--- config.mk ---
export PLATFORM = sky130hd
export DESIGN_NAME = jk_sync_updown_counter_flat
export DESIGN_NICKNAME = d
export VERILOG_FILES = /design/src/rtl/jk_sync_updown_counter_if.sv /design/src/rtl/jk_sync_updown_counter.sv /design/src/flat_wrapper.sv
export SDC_FILE = /design/constraint.sdc
export NUM_CORES = 1
export LEC_CHECK = 0
export ABC_AREA = 1
export CAP_MARGIN = 20
export CORE_AREA = 2 2 39 41
export CTS_CLUSTER_DIAMETER = 120
export DETAILED_ROUTE_END_ITERATION = 16
export DIE_AREA = 0 0 41 43
export PLACE_DENSITY_LB_ADDON = 0.3
export SETUP_SLACK_MARGIN = 0.15
export SLEW_MARGIN = 20
export SYNTH_ARGS = -nofsm -noshare
export SYNTH_HDL_FRONTEND = slang
export SYNTH_SLANG_ARGS = --single-unit
--- constraint.sdc ---
create_clock -name clock -period 0.81 [get_ports clock]
set_input_delay 0.162 -clock clock [delete_from_list [all_inputs] [get_ports clock]]
set_output_delay 0.162 -clock clock [all_outputs]
set_load 0.02 [all_outputs]
--- src/rtl/jk_sync_updown_counter_if.sv ---
// Control/status bundle for the synchronous JK up/down counter.
// The master drives the count controls; the slave (the counter) returns the count and flags.
interface jk_sync_updown_counter_if #(
   parameter int WIDTH = 4
);
   logic             en;
   logic             up;
   logic             load;
   logic [WIDTH-1:0] load_value;
   logic [WIDTH-1:0] Q;
   logic             tc;
   logic             load_err;

   modport master (
      output en, up, load, load_value,
      input  Q, tc, load_err
   );

   modport slave (
      input  en, up, load, load_value,
      output Q, tc, load_err
   );
endinterface

--- src/rtl/jk_sync_updown_counter.sv ---
// Synchronous mod-N up/down counter of JK toggle cells: 1-clock update latency, tc combinational.
// No backpressure: en/load act at every rising edge; tc carries/borrows into a higher stage's en.
module jk_sync_updown_counter #(
   parameter int WIDTH   = 4,
   parameter int MODULUS = 16
) (
   input logic                       clock,
   input logic                       reset,
   jk_sync_updown_counter_if.slave   bus
);

   localparam logic [WIDTH-1:0] MAX_Q   = WIDTH'(MODULUS - 1);
   localparam logic [WIDTH:0]   MOD_EXT = (WIDTH + 1)'(MODULUS);

   logic [WIDTH-1:0] q;
   logic [WIDTH-1:0] t;
   logic [WIDTH-1:0] t_up;
   logic [WIDTH-1:0] t_dn;
   logic             err_nxt;
   logic             load_err_q;
   logic             load_ok;

   function automatic logic jk_next(input logic j, input logic k, input logic qq);
      logic r;
      case ({j, k})
         2'b00:   r = qq;
         2'b01:   r = 1'b0;
         2'b10:   r = 1'b1;
         default: r = ~qq;
      endcase
      return r;
   endfunction

   // Binary carry/borrow chains: bit i toggles when all lower bits are 1 (up) or 0 (down).
   always_comb begin : toggle_chains
      logic cu;
      logic cd;
      t_up = '0;
      t_dn = '0;
      cu   = 1'b1;
      cd   = 1'b1;
      for (int i = 0; i < WIDTH; i++) begin
         t_up[i] = cu;
         t_dn[i] = cd;
         cu      = cu & q[i];
         cd      = cd & ~q[i];
      end
   end

   assign load_ok = ({1'b0, bus.load_value} < MOD_EXT);

   // Every state change, including load and wrap, is expressed as a toggle mask q ^ target.
   always_comb begin
      t       = '0;
      err_nxt = 1'b0;
      if (bus.load) begin
         if (load_ok) begin
            t = q ^ bus.load_value;
         end else begin
            t       = q;
            err_nxt = 1'b1;
         end
      end else if (bus.en) begin
         if (q > MAX_Q) begin
            t = q;
         end else if (bus.up) begin
            t = (q == MAX_Q) ? q : t_up;
         end else begin
            t = (q == '0) ? (q ^ MAX_Q) : t_dn;
         end
      end
   end

   always_ff @(posedge clock) begin
      if (reset) begin
         q          <= '0;
         load_err_q <= 1'b0;
      end else begin
         for (int i = 0; i < WIDTH; i++) begin
            q[i] <= jk_next(t[i], t[i], q[i]);
         end
         load_err_q <= err_nxt;
      end
   end

   assign bus.Q        = q;
   assign bus.load_err = load_err_q;
   assign bus.tc       = bus.en & ~bus.load &
                         ((bus.up & (q == MAX_Q)) | (~bus.up & (q == '0)));

endmodule

--- src/flat_wrapper.sv ---
// flat-port wrapper written by rule: the top's interface ports become plain ports
module jk_sync_updown_counter_flat 
#(
   parameter int WIDTH   = 4,
   parameter int MODULUS = 16
)
  (clock, reset, bus_en, bus_up, bus_load, bus_load_value, bus_Q, bus_tc, bus_load_err);
  jk_sync_updown_counter_if #(.WIDTH(WIDTH)) bus_i ();
  input logic clock;
  input logic reset;
  input wire logic [$bits(bus_i.en)-1:0] bus_en;
  input wire logic [$bits(bus_i.up)-1:0] bus_up;
  input wire logic [$bits(bus_i.load)-1:0] bus_load;
  input wire logic [$bits(bus_i.load_value)-1:0] bus_load_value;
  output wire logic [$bits(bus_i.Q)-1:0] bus_Q;
  output wire logic [$bits(bus_i.tc)-1:0] bus_tc;
  output wire logic [$bits(bus_i.load_err)-1:0] bus_load_err;
  assign bus_i.en = bus_en;
  assign bus_i.up = bus_up;
  assign bus_i.load = bus_load;
  assign bus_i.load_value = bus_load_value;
  assign bus_Q = bus_i.Q;
  assign bus_tc = bus_i.tc;
  assign bus_load_err = bus_i.load_err;
  jk_sync_updown_counter #(.WIDTH(WIDTH), .MODULUS(MODULUS)) u_core (.clock(clock), .reset(reset), .bus(bus_i));
endmodule
; ---- Word-level counts from Yosys, hierarchy flattened
; Cells that the tools add are included.
[totals]
regBits = 4
latchBits = 0
mem_bits_rw = 0
rom_bits = 0
in_bits = 9
output_inout_bits = 6
elab_cells = 46
mem_count = 0
[op_classes]
n_addsub = 0
mul = 0
div_mod_pow = 0
n_lt_le_gt_ge = 1
n_eq_ne = 9
shifts = 0
n_mux = 10
bitwise_logic = 17
n_reduce_logical = 5
[ops]
columns = op, count
row1 = $mux W4, 6
row2 = $pmux W1 S3, 4
row3 = $and A1 B1 Y1, 8
row4 = $eq A2 B1 Y1 const B, 4
row5 = $eq A2 B2 Y1 const B, 4
row6 = $logic_not A2 Y1, 4
row7 = $not A1 Y1, 6
row8 = $eq A4 B4 Y1 const B, 1
row9 = $gt A4 B4 Y1 const B, 1
row10 = $logic_not A4 Y1, 1
row11 = $not A4 Y4, 1
row12 = $xor A4 B4 Y4, 1
row13 = $or A1 B1 Y1, 1

; ---- Logic depth before layout (Yosys ltp)
; Gate-level depths: netlist of run 1.
[depth]
word_depth = 10
ltp_mapped = 7
depth_no_buf = 7

; ---- Worst setup path before layout of run 1
; OpenSTA, ideal clock, no wires.
[synth_path]
path_type = flip-flop to output port
start = reg u_core.q[0], in the netlist u_core.bus.Q[0]
end = out bus_tc
arrival_ps = 1120
t_required_ps = 648
path_slack_ps = -472
stages_incl_launch_ff = 5
n_path_buf = 0
path_cell_list = dfxtp_1 > nand3_2 > nand2_2 > nand3_2 > a21oi_1
[synth_via]
elab_chain_cells = 4
elab_cells_between_ends = 6
cone_classes = eq/ne (1) / bitwise (4) / reduce/logical (1)
[synth_lines]
columns = item, line_no
row1 = start: declaration, jk_sync_updown_counter.sv:15  ; logic [WIDTH-1:0] q;
row2 = start signal: indexed assignment, jk_sync_updown_counter.sv:80  ; q[i] <= jk_next(t[i], t[i], q[i]);
row3 = $eq A4 B4 Y1 / $logic_not A4 Y1 (equally long branches), jk_sync_updown_counter.sv:89  ; ((bus.up & (q == MAX_Q)) | (~bus.up & (q == '0)));
row4 = $and A1 B1 Y1, jk_sync_updown_counter.sv:89
row5 = $or A1 B1 Y1 *, jk_sync_updown_counter.sv:89
row6 = $and A1 B1 Y1 *, jk_sync_updown_counter.sv:88  ; assign bus.tc = bus.en & ~bus.load &
row7 = end: declaration, flat_wrapper.sv:16  ; output wire logic [$bits(bus_i.tc)-1:0] bus_tc;
; Mark *: on every way between the ends. The rest lies on a longest branch, timed or not.

; ---- Final worst setup path of run 1
; Same ends and word-level chain as after synthesis.

==> impl_results.md, run 1 <==
* Status: finished with violations
* Violated checks: negative setup slack
* Layout Cells excl Fill at between 90 and 100
* Critical path fanouts, max at 3
* CTS tree: yes
* Core area at 1380 um2
* P_sw at ~0.00025 W
* Seq pwr share at 0.279
* Fin. max-slew vios at 0
* Post-DP Area at between 500 and 600 um2
* Grt ovf at 0
* Starting Density at 0.213
* Total CTS buffers at 3
* Final Worst Setup Slack at -0.468 ns
* Leakage at 0.328 nW
* Top cells by area, synth: dfxtp_1 27%, nand2_1 15%, inv_1 8.9%
* Area grow syn2layout at 135%
* First-pass DRT Iterations at 1
* Worst min-delay path category: in -> reg
* Sequential-to-total area share from yosys stat at 0.271
* Final setup violation count at 9
* # IOs at 15
* Clk_skew at between 0.001 and 0.0015 ns
* Num rows at 14
* CTS max path bufs at 2
* Initial drt markers at 0
* Fin nets at roughly 90
* Worst Setup Path Type: reg -> out
* Final wirelength at approximately 950 um
* Via count at between 400 and 500
* Post-synthesis cell type count at 18
* DRC violations left at 0
* Worst path required time at 0.65 ns
* F_max at 782 MHz
* Clk slew on worst S/H paths at ~0.040 ns
* Max reg flops at 4
* Dpl ws at -1.18 ns
* Syn Std Cell Area at 295 um2
* Sw Share at 0.302
* Most frequent cells in the layout: 12 x buf_6, 12 x buf_4, 10 x nand2_1
* PD cells at around 1200 nW/um2
* Antenna Nets Post-Route at 0
* P_int at about 0.00058 W
* Synth Net Count at 56
* Clk Latency, worst-skew pair at about 0.23 ns
* Maxcap violations at 0
* Total Routing Usage GR at 0.133
* Combinational fraction of design power at 0.430
* Synth top area share at 0.271
* Post-synth top area cell: dfxtp_1
* Fillers at 129
* Post-DP HPWL at ~640 um
* Routed wire length per instance at a little under 10 um
* Final cycle utilization of the critical path at 1.58
* Largest net degree at the start of global routing at 8
* Worst VDD drop at about 0.49 mV
* Synthesized instance count at 47
* Inserted Diodes at 0
* Seq cells post-synth at 4
* Unrepaired setup endpoints after global routing: yes
* Initial antenna violation count at 0
* Final hold violation count at 0
* # placed instances at 84
* Sink Count at 4
* Buffers on Ports at 13
* Crit path time final at ~1.3 ns
* Crit start category: register
* Via-to-Cell Ratio at between 4 and 5
* Clock Tree Root: clkbuf_4
* PnR Total Power at 0.000830 W
* Yosys Warn Count at 0
* Mean Syn Cell Area at 6.28 um2
* Worst EP arrival at around 1.1 ns
* Util after Layout at 0.501
* Die height at about 43 um
* CP Capture Type: primary output
* Clock Power Share at 0.291
* GP Congestion at ~0.68
* Design area at just under 700 um2
* Vias in the first global route at a little over 400
* H-tree levels at 1
* DIE AREA at ~1800 um2
* Share of cells above drive strength 1 at 0.593
* FF-to-FF setup slack at -0.38 ns
* First-pass GRT wire length at ~1500 um
* Die X-Extent at 41 um
worst paths after layout:
kind,depth (start not counted),startpoint,to
worst max-delay path,6,u_core.bus.Q[0]$_SDFFE_PP0P_,bus_tc
worst min-delay path,2,reset,u_core.bus.Q[0]$_SDFFE_PP0P_
worst max register to register,9,u_core.bus.Q[0]$_SDFFE_PP0P_,u_core.bus.Q[3]$_SDFFE_PP0P_
worst min register to register,3,u_core.bus.Q[2]$_SDFFE_PP0P_,u_core.bus.Q[2]$_SDFFE_PP0P_
cell type report:
type | instances | area (um2) | area share
Clock buffer | 3 | 22.5 | 0.0325
Inverter | 8 | 30.0 | 0.0433
Multi-Input combinational cell | 34 | 229 | 0.330
Sequential cell | 4 | 90.1 | 0.130
Tap cell | 16 | 20.0 | 0.0289
Timing Repair Buffer | 32 | 302 | 0.435
per-stage QoR:
step	TNS [ns]	hold slack [ns]
2_1_floorplan	-0.399	0.231
3_3_place_gp	-4.79	0.527
3_5_place_dp	-4.93	0.548
4_1_cts	-2.04	0.521
5_1_grt	-2.88	0.557
6_report	-2.40	0.561
power groups by stage:
stage                     clock network (W)  registers [W]   logic, W
after floorplan                           0       0.000254  0.0000912
after global placement                    0       0.000230   0.000249
after detailed placement                  0       0.000230   0.000252
after CTS                          0.000256       0.000230   0.000306
after global routing               0.000292       0.000233   0.000389
final                              0.000241       0.000231   0.000357
cells by family (layout without fill, tap and decap cells):
| family | Yosys count | count (layout) | synth area share |
|---|---|---|---|
| other | 1 | 1 | 0.0127 |
| DFF | 4 | 4 | 0.271 |
| and+or+nand+nor | 24 | 24 | 0.411 |
| buffers and inverters | 9 | 43 | 0.127 |
| muxes | 1 | 1 | 0.0339 |
| AOI/OAI and AO/OA | 8 | 8 | 0.144 |
cell usage after synthesis:
library cell	n
dfxtp_1	4
nor2_1	3
nand3_1	3
a21oi_1	3
conb_1	1
buf_4	1
inv_2	1
a211oi_1	1
nand2_2	1
o21ai_0	3
inv_1	7
or2_2	1
o21ai_1	1
mux2i_1	1
nand3_2	2
nor2_4	1
nand2_1	12
nand4_1	1
routing by layer:
layer / share of wire / GRT usage / vias up
met3: 0.037 / 0.0471 / 0
met1: 0.40 / 0.128 / 184
li1: - / - / 215
met4: 0 / 0.100 / 0
met2: 0.57 / 0.216 / 7
met5: 0 / 0 / -
worst max-delay path, stage by stage, from the launching register on:
cell and delay (ns):
dfxtp_4 0.34, nor2_2 0.07, nand2_1 0.06, nand2_2 0.08
nand3_4 0.08, a21oi_4 0.12, buf_6 0.12
repair_timing:
action                     4_1_cts  5_1_grt
setup endpoints to repair        9        9
hold buffers                     0        0
buffers inserted                 6        4
pin swaps                        4        5
resized for setup               45        7
(Power assumes the default switching activity.)
==> inputs of run 2 (changes only) <==
--- a/config.mk
+++ b/config.mk
@@ -11,6 +11,8 @@
 export CTS_CLUSTER_DIAMETER = 120
 export DETAILED_ROUTE_END_ITERATION = 16
 export DIE_AREA = 0 0 41 43
+export DONT_BUFFER_PORTS = 1
+export MAX_ROUTING_LAYER = met4
 export PLACE_DENSITY_LB_ADDON = 0.3
 export SETUP_SLACK_MARGIN = 0.15
 export SLEW_MARGIN = 20
==> run 2 against run 1 <==
  * The run ends with negative hold slack, negative setup slack left
  * Flip-flop and latch count did not move
  * Clock power rose by 12%
  * Via count shrank 14%
  * Sequential power barely moved
  * Critical path depth is 1 lower
  * Fmax is 4.9% higher
  * Sequential share of layout area increased by 4.2 points
  * Combinational power is 31% lower
  * Worst hold slack worse by 0.57 ns
  * Worst setup slack improved by 0.059 ns
  * Cell count shrank 15%
  * Largest cell class is now multi-input combinational cells
==> impl_results.md, run 2 (synthesized netlist as in run 1, its figures left out) <==
* Crit path time final at 1.22 ns (-0.0595 ns)
* Critical path fanouts, max at 3 (unchanged)
* Starting Density at 0.213 (unchanged)
* Violated checks: negative hold slack, negative setup slack
* Leakage at 0.249 nW (-24%)
* Design area at 524 um2 (-24%)
* Dpl ws at -0.184 ns (+0.991 ns)
* Peak per-stage delay on the critical path at 0.35 ns (about the same)
* Worst Hold Path EP: u_core.bus.Q[0]$_SDFFE_PP0P_
* PnR Total Power at 0.000748 W (-9.9%)
* First-pass DRT Iterations at 4 (+3)
* Inserted Diodes at 0 (unchanged)
* Maxcap violations at 0 (unchanged)
* Routed wire length per instance at 8.51 um (-13%)
* Final Worst Setup Slack at -0.409 ns (+0.0595 ns)
* GP Congestion at 0.662 (-2.8%)
* Via-to-Cell Ratio at 4.24 (+1.4%)
* CP cell instances: nor2_4 -> nand2_2 -> nand2_2 -> nand3_2 -> a21oi_4
* Largest net degree at the start of global routing at 8 (unchanged)
* Area grow syn2layout at 77.5%
* Fin. max-slew vios at 0 (unchanged)
* Max reg flops at 4 (unchanged)
* Hold Path Depth at 1 (-1)
* H-tree levels at 1 (unchanged)
* Worst Hold Launch: reset
* Worst VDD drop at 0.527 mV (+8.5%)
* Most frequent CP cell: nand2_2
* Final setup violation count at 9 (unchanged)
* Antenna Nets Post-Route at 0 (unchanged)
* Initial antenna violation count at 0 (unchanged)
* PD cells at 1430 nW/um2 (+19%)
* Worst min-delay path category: in -> reg
* Reg2reg path depth at 7 (-2)
* Clk slew on worst S/H paths at 0.04 ns (about the same)
* Worst hold slack at -0.0104 ns (-0.571 ns)
* Clk_skew at 0.00197 ns (+0.000852 ns)
* Slowest-stage cell, CP: dfxtp_4
* Clock Tree Root: clkbuf_4
* CTS max path bufs at 2 (unchanged)
* Share of cells above drive strength 1 at 0.545 (-0.0471)
* Final cycle utilization of the critical path at 1.50 (-0.0734)
* Initial drt markers at 1 (+1)
* Clk Latency, worst-skew pair at 0.23 ns (about the same)
* Most common cell after layout, fill and taps aside: nand2_1
* Buffers on Ports at 0 (-13)
* R2r endpoint: u_core.bus.Q[1]$_SDFFE_PP0P_
* Via count at 348 (-14%)
* CP Capture Type: primary output
* # IOs at 15 (unchanged)
* Sink Count at 4 (unchanged)
* Total CTS buffers at 3 (unchanged)
* DRC violations left at 0 (unchanged)
* Post-DP Area at 412 um2 (-22%)
* Final hold violation count at 1 (+1)
* Status: finished with violations
* Post-DP HPWL at 589 um (-8.6%)
* Vias in the first global route at 327 (-20%)
* Fillers at 141 (+9.3%)
* Worst reg2reg startpoint: u_core.bus.Q[0]$_SDFFE_PP0P_
* Core area at 1380 um2 (unchanged)
* First-pass GRT wire length at 1180 um (-22%)
* Worst EP arrival at 1.06 ns (-0.06 ns)
* DIE AREA at 1760 um2 (unchanged)
* Most frequent cells in the layout: 11 x nand2_1, 9 x buf_4, 7 x buf_6
* CTS tree: yes
* Unrepaired setup endpoints after global routing: yes
* Die X-Extent at 41 um (unchanged)
* Worst Setup Path Type: reg -> out
* Total Routing Usage GR at 0.106 (-0.0275)
* Worst path required time at 0.65 ns (about the same)
* Fin nets at 76 (-17%)
* Final wirelength at 698 um (-27%)
* Grt ovf at 0 (unchanged)
* Die height at 43 um (unchanged)
* F_max at 820 MHz (+4.9%)
* FF-to-FF setup slack at -0.26 ns (+0.12 ns)
* Crit start category: register
* Num rows at 14 (unchanged)
## run 2: cell count changes in the layout (fill, tap and decap cells not counted), sizes merged
cell and delta:
buf -8, clkbuf +1, clkdlybuf4s50 -5, dlygate4sd2 -3
## run 2: routing by layer
| metal | GRT usage | vias to the layer above | share of wire |
|---|---|---|---|
| li1 | - | 188 | - |
| met5 | - | - | 0 |
| met4 | 0.100 | 0 | 0 |
| met2 | 0.159 | 9 | 0.53 |
| met3 | 0.0314 | 0 | 0.053 |
| met1 | 0.0994 | 151 | 0.41 |
## run 2: critical path: cells and delay by family, from the launching register on
kind,cells,cell delay [ns]
flip-flops,1,0.35
AO/OA/AOI/OAI,1,0.20
AND/OR/NAND/NOR,4,0.27
## run 2: how the worst max path moves through the flow
stage	to	slack, ns	from	cells past startpoint
floorplan	bus_tc	-0.22	u_core.bus.Q[0]$_SDFFE_PP0P_	5
global placement	bus_tc	-0.18	u_core.bus.Q[1]$_SDFFE_PP0P_	5
detailed placement	bus_tc	-0.18	u_core.bus.Q[0]$_SDFFE_PP0P_	5
CTS	bus_tc	-0.43	u_core.bus.Q[0]$_SDFFE_PP0P_	5
global route	bus_tc	-0.48	u_core.bus.Q[0]$_SDFFE_PP0P_	5
finish	bus_tc	-0.41	u_core.bus.Q[0]$_SDFFE_PP0P_	5
## run 2: report_power, final
part / internal (W) / switching [W] / total, W
registers: 0.000215 / 0.0000173 / 0.000233
clock network: 0.000185 / 0.0000844 / 0.000269
logic: 0.000133 / 0.000113 / 0.000246
## run 2: repair_timing
item | in CTS | in global routing
pin swaps | 5 | 2
resized for setup | 12 | 2
hold endpoints to repair | 1 | 1
setup endpoints to repair | 9 | 9
setup buffers | 4 | 1
## run 2: through the flow
stage	util	TNS, ns	std cells	hold WS [ns]
6_report	0.379	-1.77	82	-0.0104
5_1_grt	0.379	-2.33	82	-0.0410
4_1_cts	0.368	-1.77	81	-0.0204
3_5_place_dp	0.297	-0.721	73	0.244
3_3_place_gp	0.297	-0.692	73	0.242
2_1_floorplan	-	-0.399	47	0.231
## run 2: area by class of cell
type | count | area, um2 | share of cell area
flip-flops and latches | 4 | 90.1 | 0.172
well taps | 16 | 20.0 | 0.0382
repair buffers | 16 | 146 | 0.279
clock buffers | 4 | 26.3 | 0.0501
inverters | 8 | 30.0 | 0.0573
multi-input cells | 34 | 211 | 0.403
